===== src/rtl/unidade_controle.sv =====
// -----------------------------------------------------------------------------
// unidade_controle
//
// Control unit for a small register-machine datapath. An instruction word
// is captured when a start is accepted in the idle state T0. The unit then
// sequences the bus multiplexer and the register load enables for one
// (mv, mvi, nop) or three (add, sub, and) cycles.
//
// Instruction word: [8:6] opcode, [5:3] Rx, [2:0] Ry
//   000 mv  Rx <- Ry          001 mvi Rx <- immediate
//   010 add Rx <- Rx + Ry     011 sub Rx <- Rx - Ry
//   100 and Rx <- Rx & Ry     101..111 nop
//
// Ports
//   clock      in   rising-edge system clock
//   reset      in   synchronous, active-high reset
//   run        in   start request, only looked at in T0
//   instr[8:0] in   instruction word, captured when a start is accepted
//   select     out  register index driven to the bus multiplexer
//   rSelect    out  put ALU result register G on the bus
//   immeSelect out  put the immediate operand on the bus
//   rIn[7:0]   out  one-hot load enable for R0..R7
//   aIn        out  load enable for ALU operand register A
//   gIn        out  load enable for ALU result register G
//   aluOp      out  00 add, 01 sub, 10 and
//   done       out  pulse in the final cycle of an instruction
//   busy       out  high in every state except T0
//
// Every output is decoded only from the state register and the captured
// instruction. run and instr therefore never reach an output directly.
// -----------------------------------------------------------------------------
module unidade_controle (
  input  logic       clock,
  input  logic       reset,
  input  logic       run,
  input  logic [8:0] instr,
  output logic [2:0] select,
  output logic       rSelect,
  output logic       immeSelect,
  output logic [7:0] rIn,
  output logic       aIn,
  output logic       gIn,
  output logic [1:0] aluOp,
  output logic       done,
  output logic       busy
);

  typedef enum logic [1:0] {
    T0 = 2'd0,
    T1 = 2'd1,
    T2 = 2'd2,
    T3 = 2'd3
  } state_t;

  localparam logic [2:0] OP_MV  = 3'b000;
  localparam logic [2:0] OP_MVI = 3'b001;
  localparam logic [2:0] OP_ADD = 3'b010;
  localparam logic [2:0] OP_SUB = 3'b011;
  localparam logic [2:0] OP_AND = 3'b100;

  state_t     state_q;
  state_t     state_d;
  logic [8:0] ir_q;
  logic [8:0] ir_d;

  logic [2:0] opcode_s;
  logic [2:0] rx_s;
  logic [2:0] ry_s;
  logic [7:0] rx_onehot_s;

  assign opcode_s    = ir_q[8:6];
  assign rx_s        = ir_q[5:3];
  assign ry_s        = ir_q[2:0];
  assign rx_onehot_s = 8'd1 << rx_s;

  // Next-state and instruction-capture logic
  always_comb begin
    state_d = state_q;
    ir_d    = ir_q;
    case (state_q)
      T0: begin
        if (run) begin
          ir_d    = instr;
          state_d = T1;
        end else begin
          state_d = T0;
        end
      end
      T1: begin
        // Only the ALU operations need the extra operand and write-back cycles
        case (opcode_s)
          OP_ADD, OP_SUB, OP_AND: state_d = T2;
          default:                state_d = T0;
        endcase
      end
      T2:      state_d = T3;
      T3:      state_d = T0;
      default: state_d = T0;
    endcase
  end

  // State and instruction registers; reset wins over a same-edge start
  always_ff @(posedge clock) begin
    if (reset) begin
      state_q <= T0;
      ir_q    <= 9'd0;
    end else begin
      state_q <= state_d;
      ir_q    <= ir_d;
    end
  end

  // Output decode from state and captured instruction
  always_comb begin
    select     = 3'd0;
    rSelect    = 1'b0;
    immeSelect = 1'b0;
    rIn        = 8'd0;
    aIn        = 1'b0;
    gIn        = 1'b0;
    aluOp      = 2'b00;
    done       = 1'b0;
    busy       = 1'b0;
    case (state_q)
      T0: begin
        busy = 1'b0;
      end
      T1: begin
        busy = 1'b1;
        case (opcode_s)
          OP_MV: begin
            select = ry_s;
            rIn    = rx_onehot_s;
            done   = 1'b1;
          end
          OP_MVI: begin
            immeSelect = 1'b1;
            rIn        = rx_onehot_s;
            done       = 1'b1;
          end
          OP_ADD, OP_SUB, OP_AND: begin
            select = rx_s;
            aIn    = 1'b1;
          end
          default: begin
            // nop: finishes immediately without touching the datapath
            done = 1'b1;
          end
        endcase
      end
      T2: begin
        busy   = 1'b1;
        select = ry_s;
        gIn    = 1'b1;
        case (opcode_s)
          OP_ADD:  aluOp = 2'b00;
          OP_SUB:  aluOp = 2'b01;
          OP_AND:  aluOp = 2'b10;
          default: aluOp = 2'b00;
        endcase
      end
      T3: begin
        busy    = 1'b1;
        rSelect = 1'b1;
        rIn     = rx_onehot_s;
        done    = 1'b1;
      end
      default: begin
        busy = 1'b0;
      end
    endcase
  end

endmodule


===== config.mk =====
export PLATFORM = sky130hd
export DESIGN_NAME = unidade_controle
export DESIGN_NICKNAME = d
export VERILOG_FILES = /design/src/rtl/unidade_controle.sv
export SDC_FILE = /design/constraint.sdc
export NUM_CORES = 1
export LEC_CHECK = 0
export ABC_AREA = 1
export BUFFER_PORTS_ARGS = -buffer_cell sky130_fd_sc_hd__buf_2
export CAP_MARGIN = 10
export CORE_UTILIZATION = 35
export CTS_CLUSTER_SIZE = 8
export DETAILED_ROUTE_END_ITERATION = 12
export PLACE_DENSITY = 0.71
export SYNTH_ARGS = -nofsm -noshare
export SYNTH_HDL_FRONTEND = slang
export SYNTH_SLANG_ARGS = --single-unit
export TNS_END_PERCENT = 30

===== constraint.sdc =====
create_clock -name clock -period 1.3 [get_ports clock]
set_input_delay 0.195 -clock clock [delete_from_list [all_inputs] [get_ports clock]]
set_output_delay 0.195 -clock clock [all_outputs]
set_load 0.05 [all_outputs]

==> results.md <==
- The run finished, with violations left.
- The checks that failed: negative setup slack.
- In this run, CTS created clock tree buffers numbering 3.
- The via count of the first global-routing pass is between 700 and 800.
- The floorplan step defined a die boundary enclosing 1990 sq um.
- The number of buffers on the longest clock path is 2.
- The count of placed standard cells including taps is 164.
- The number of fill cells in the layout is approximately 110.
- Ranked by total cell area, the synthesized netlist is headed by dfxtp_1 (35%), nor2_1 (11%), ha_1 (9.8%), o21ai_0 (9.4%), inv_1 (8.3%).
- For this run, the share of the core covered by cells in the final layout is 0.782.
- The tool flagged a number of max-cap violations equal to 0.
- The number of clock sinks is 11.
- The flip-flop and latch count after synthesis is 11.
- The switching power as a share of total power is 0.445.
- For this run, the detailed router's first-pass iteration total came to 3.
- Once detail routing completed, the nets flagged for antenna violations numbered 0.
- Sorting the synthesized cells by how often they occur yields nor2_1 (18), inv_1 (14), nand2_1 (13), o21ai_0 (12), dfxtp_1 (11).
- For this run, the leading register cell type out of synthesis is dfxtp_1.
- After synthesis the cells add up to 636 sq um.
- In the global route stage, overall resource usage came out at 0.208.
- The category of the worst setup path capture point is a primary output.
- The element type at the critical path start is a register.
- After the first detailed-routing iteration, the DRC count stood at 6.
- The required time of the critical path is 1110 ps.
- For the pin with the worst max-slew slack, the measured transition is 286 ps.
- The number of standard cells after synthesis is 97.
- The final count of negative-setup-slack endpoints is 17.
- The final hold slack is 172 ps.
- The critical path is of the register to primary output type.
- After clock tree synthesis, the flow added hold-fix buffers numbering 0.
- The net count reported at finish is approximately 160.
- After legalization and detailed placement, the total HPWL measured 1.37 mm.
- The clock network fraction of total power is 0.155.
- The number of enable flip-flop cells after synthesis is 0.
- The site row count is 15.
- At the worst endpoint, the arrival time is 1470 ps.
- Routability-driven placement finished with a final weighted congestion of 0.742.
- The worst supply voltage drop on vdd is 0.000946 V.
- The internal portion of the total power is around 0.85 mW.
- The analysis attributes to net switching a power of 0.681 mW.
- The average via count per standard cell is 4.67.
- The residual DRC count is 0.
- The routed design could run at a clock period as short as 1660 ps.
- For this block, the via count after detailed routing is between 700 and 800.
- The final clock skew is 0.377 ps.
- The fraction of the cycle the final worst path needs is 1.28.
- The number of antenna cells inserted is 0.
- The biggest area consumer among synthesized cells is dfxtp_1.
- The die height is around 45 um.
- Headroom to the max-slew limit came out at 0.809.
- Summed over all cells, the static leakage comes to 0.580 nW.
- The largest net degree at the start of global routing is 12.
- Of the post-synthesis cell area, the dominant cell type holds 0.346.
- The worst register-to-register path begins at state_q[0].
- The number of slew-limit violations in the final report is 0.
- For this run, the register share of the synthesized area comes to 0.346.
- The overall overflow remaining after global route is 0.
- The type of the worst min-delay path is primary input to register.
- The proportion of power drawn by flip-flops and latches is 0.290.
- After synthesis, the share of flip-flops with an asynchronous set or reset is 0.
- The start point of the worst min-delay path is instr[1].
- For this design the ratio of total power to cell area is ~1100 nW/um^2.
- The floorplan step set the die width to about 45 um.
- The number of nets handed over by synthesis was roughly 110.
- The count of input and output buffers is 30.
- The effective utilization at floorplan is 0.372.
- The final hold violation count is 0.
- The most common cell in the netlist is nor2_1.
- Clock latency on the worst-skew pair, taken at its later pin, is 270 ps.
- The number of antenna violations at the first check in global routing is 0.
- Relative to the synthesized area, the layout overhead comes to 110%.
- Setup slack on the critical path of the routed design comes to -361 ps.
- The area of the core is 1710 sq um.
- Yosys printed 0 warnings.
- Dividing the detail-routed wire length by the instance count gives around 11 um.
- TritonCTS built the clock tree.
- The average cell area after synthesis is 6.55 sq um.
- Of the cells placed in the final design, the portion with a size suffix greater than 1 is 0.616.
- The count of cells in the finished layout, fillers not included, comes to 171.
- The number of top-level pins is 31.
- The clock slew at the register clock pins of the worst setup and hold paths is 70 ps.
- Setup repair after global routing could not meet its margin everywhere.
- The clock tree root driver cell is clkbuf_4.
- Of the total power, combinational logic draws 0.555.
- The maximum clock frequency is 0.602 GHz.
- In this run the number of H-tree levels came out at 1.
- Counting distinct cell types in the post-synthesis netlist gives 15.
- The peak fanout along the critical path is 4.
- Timing analysis after detailed placement gives a worst setup slack of -174 ps.
- The routed design has roughly 1.9 mm of wire.
- The wire length of the first global-routing pass is 3.00 mm.
-- final cells by class --
cell class,instances,area [sq um],area share
tap,25,31.3,0.0234
clock buffer,4,26.3,0.0197
multi-input combinational,68,557,0.417
sequential,11,230,0.172
timing repair buffer,47,419,0.314
inverter,16,72.6,0.0543
-- per-layer routing --
metal	track usage	up-vias	wire, um
met1	0.248	365	745
met5	0	-	0
met3	0.0286	5	70
met4	0.0909	0	31
li1	-	406	-
met2	0.371	22	1030
-- power groups by stage --
stage	clock network [mW]	logic [mW]	registers, mW
after CTS	0.241	0.816	0.443
after global routing	0.258	0.915	0.449
after detailed placement	0	0.719	0.449
after floorplan	0	0.524	0.446
final	0.237	0.850	0.444
after global placement	0	0.709	0.446
-- what timing repair did --
item                       4_1_cts  5_1_grt
cloned                           0        0
gates resized for setup         46        6
setup endpoints to repair       19       25
setup buffers                    1        2
pin swaps                        6        7
-- path summary, 6_finish.rpt --
path / cells after the start / endpoint / slack [ps]
max: 7 / rIn[4] / -360
min: 3 / ir_q[1] / 170
max reg2reg: 6 / ir_q[4] / 80
min reg2reg: 2 / ir_q[2] / 500
-- sequential cells by signal, indices dropped and copies added (netlist names), named ones only --
| signal | count |
|---|---|
| state_q | 1 |
| ir_q | 9 |
-- kinds of logic (layout without fill, tap and decap cells) --
family | count (synthesis) | in the layout | share of synthesized area
AO/OA/AOI/OAI | 23 | 23 | 0.187
flip-flops | 11 | 11 | 0.346
AND/OR/NAND/NOR | 40 | 40 | 0.260
adder cells (fa/ha/maj) | 5 | 5 | 0.0984
buffers and inverters | 18 | 67 | 0.108
-- cell usage in the layout (no fill, tap or decap) --
cell type  instances
buf_6             17
buf_4             15
o21ai_0           11
buf_2             11
nor2_1             9
inv_1              9
nor2_4             8
nand2_1            7
a21oi_1            7
dfxtp_1            7
nand2_2            5
inv_4              5
nand3_1            4
ha_4               4
buf_8              4
nand2_4            3
a21oi_4            3
clkbuf_4           3
nor2_2             2
inv_2              2
nor3_4             2
dfxtp_4            2
dfxtp_2            2
o21ai_4            1
o21ai_2            1
ha_1               1
clkbuf_1           1
-- metrics by stage --
step	instance area (sq um)	total power [mW]	setup TNS, ps
floorplan	846	0.970	-1320
CTS	1300	1.50	-5110
global route	1340	1.62	-6570
finish	1340	1.53	-5180
global placement	1120	1.16	-1500
detailed placement	1120	1.17	-1770
-- critical path: stages (launching register included) --
cell     delay, ps
dfxtp_4        350
inv_4           60
ha_4           150
inv_4           40
o21ai_4        180
nand2_4        130
nor2_4         130
buf_8          150
Power figures use the tool's default switching activity.
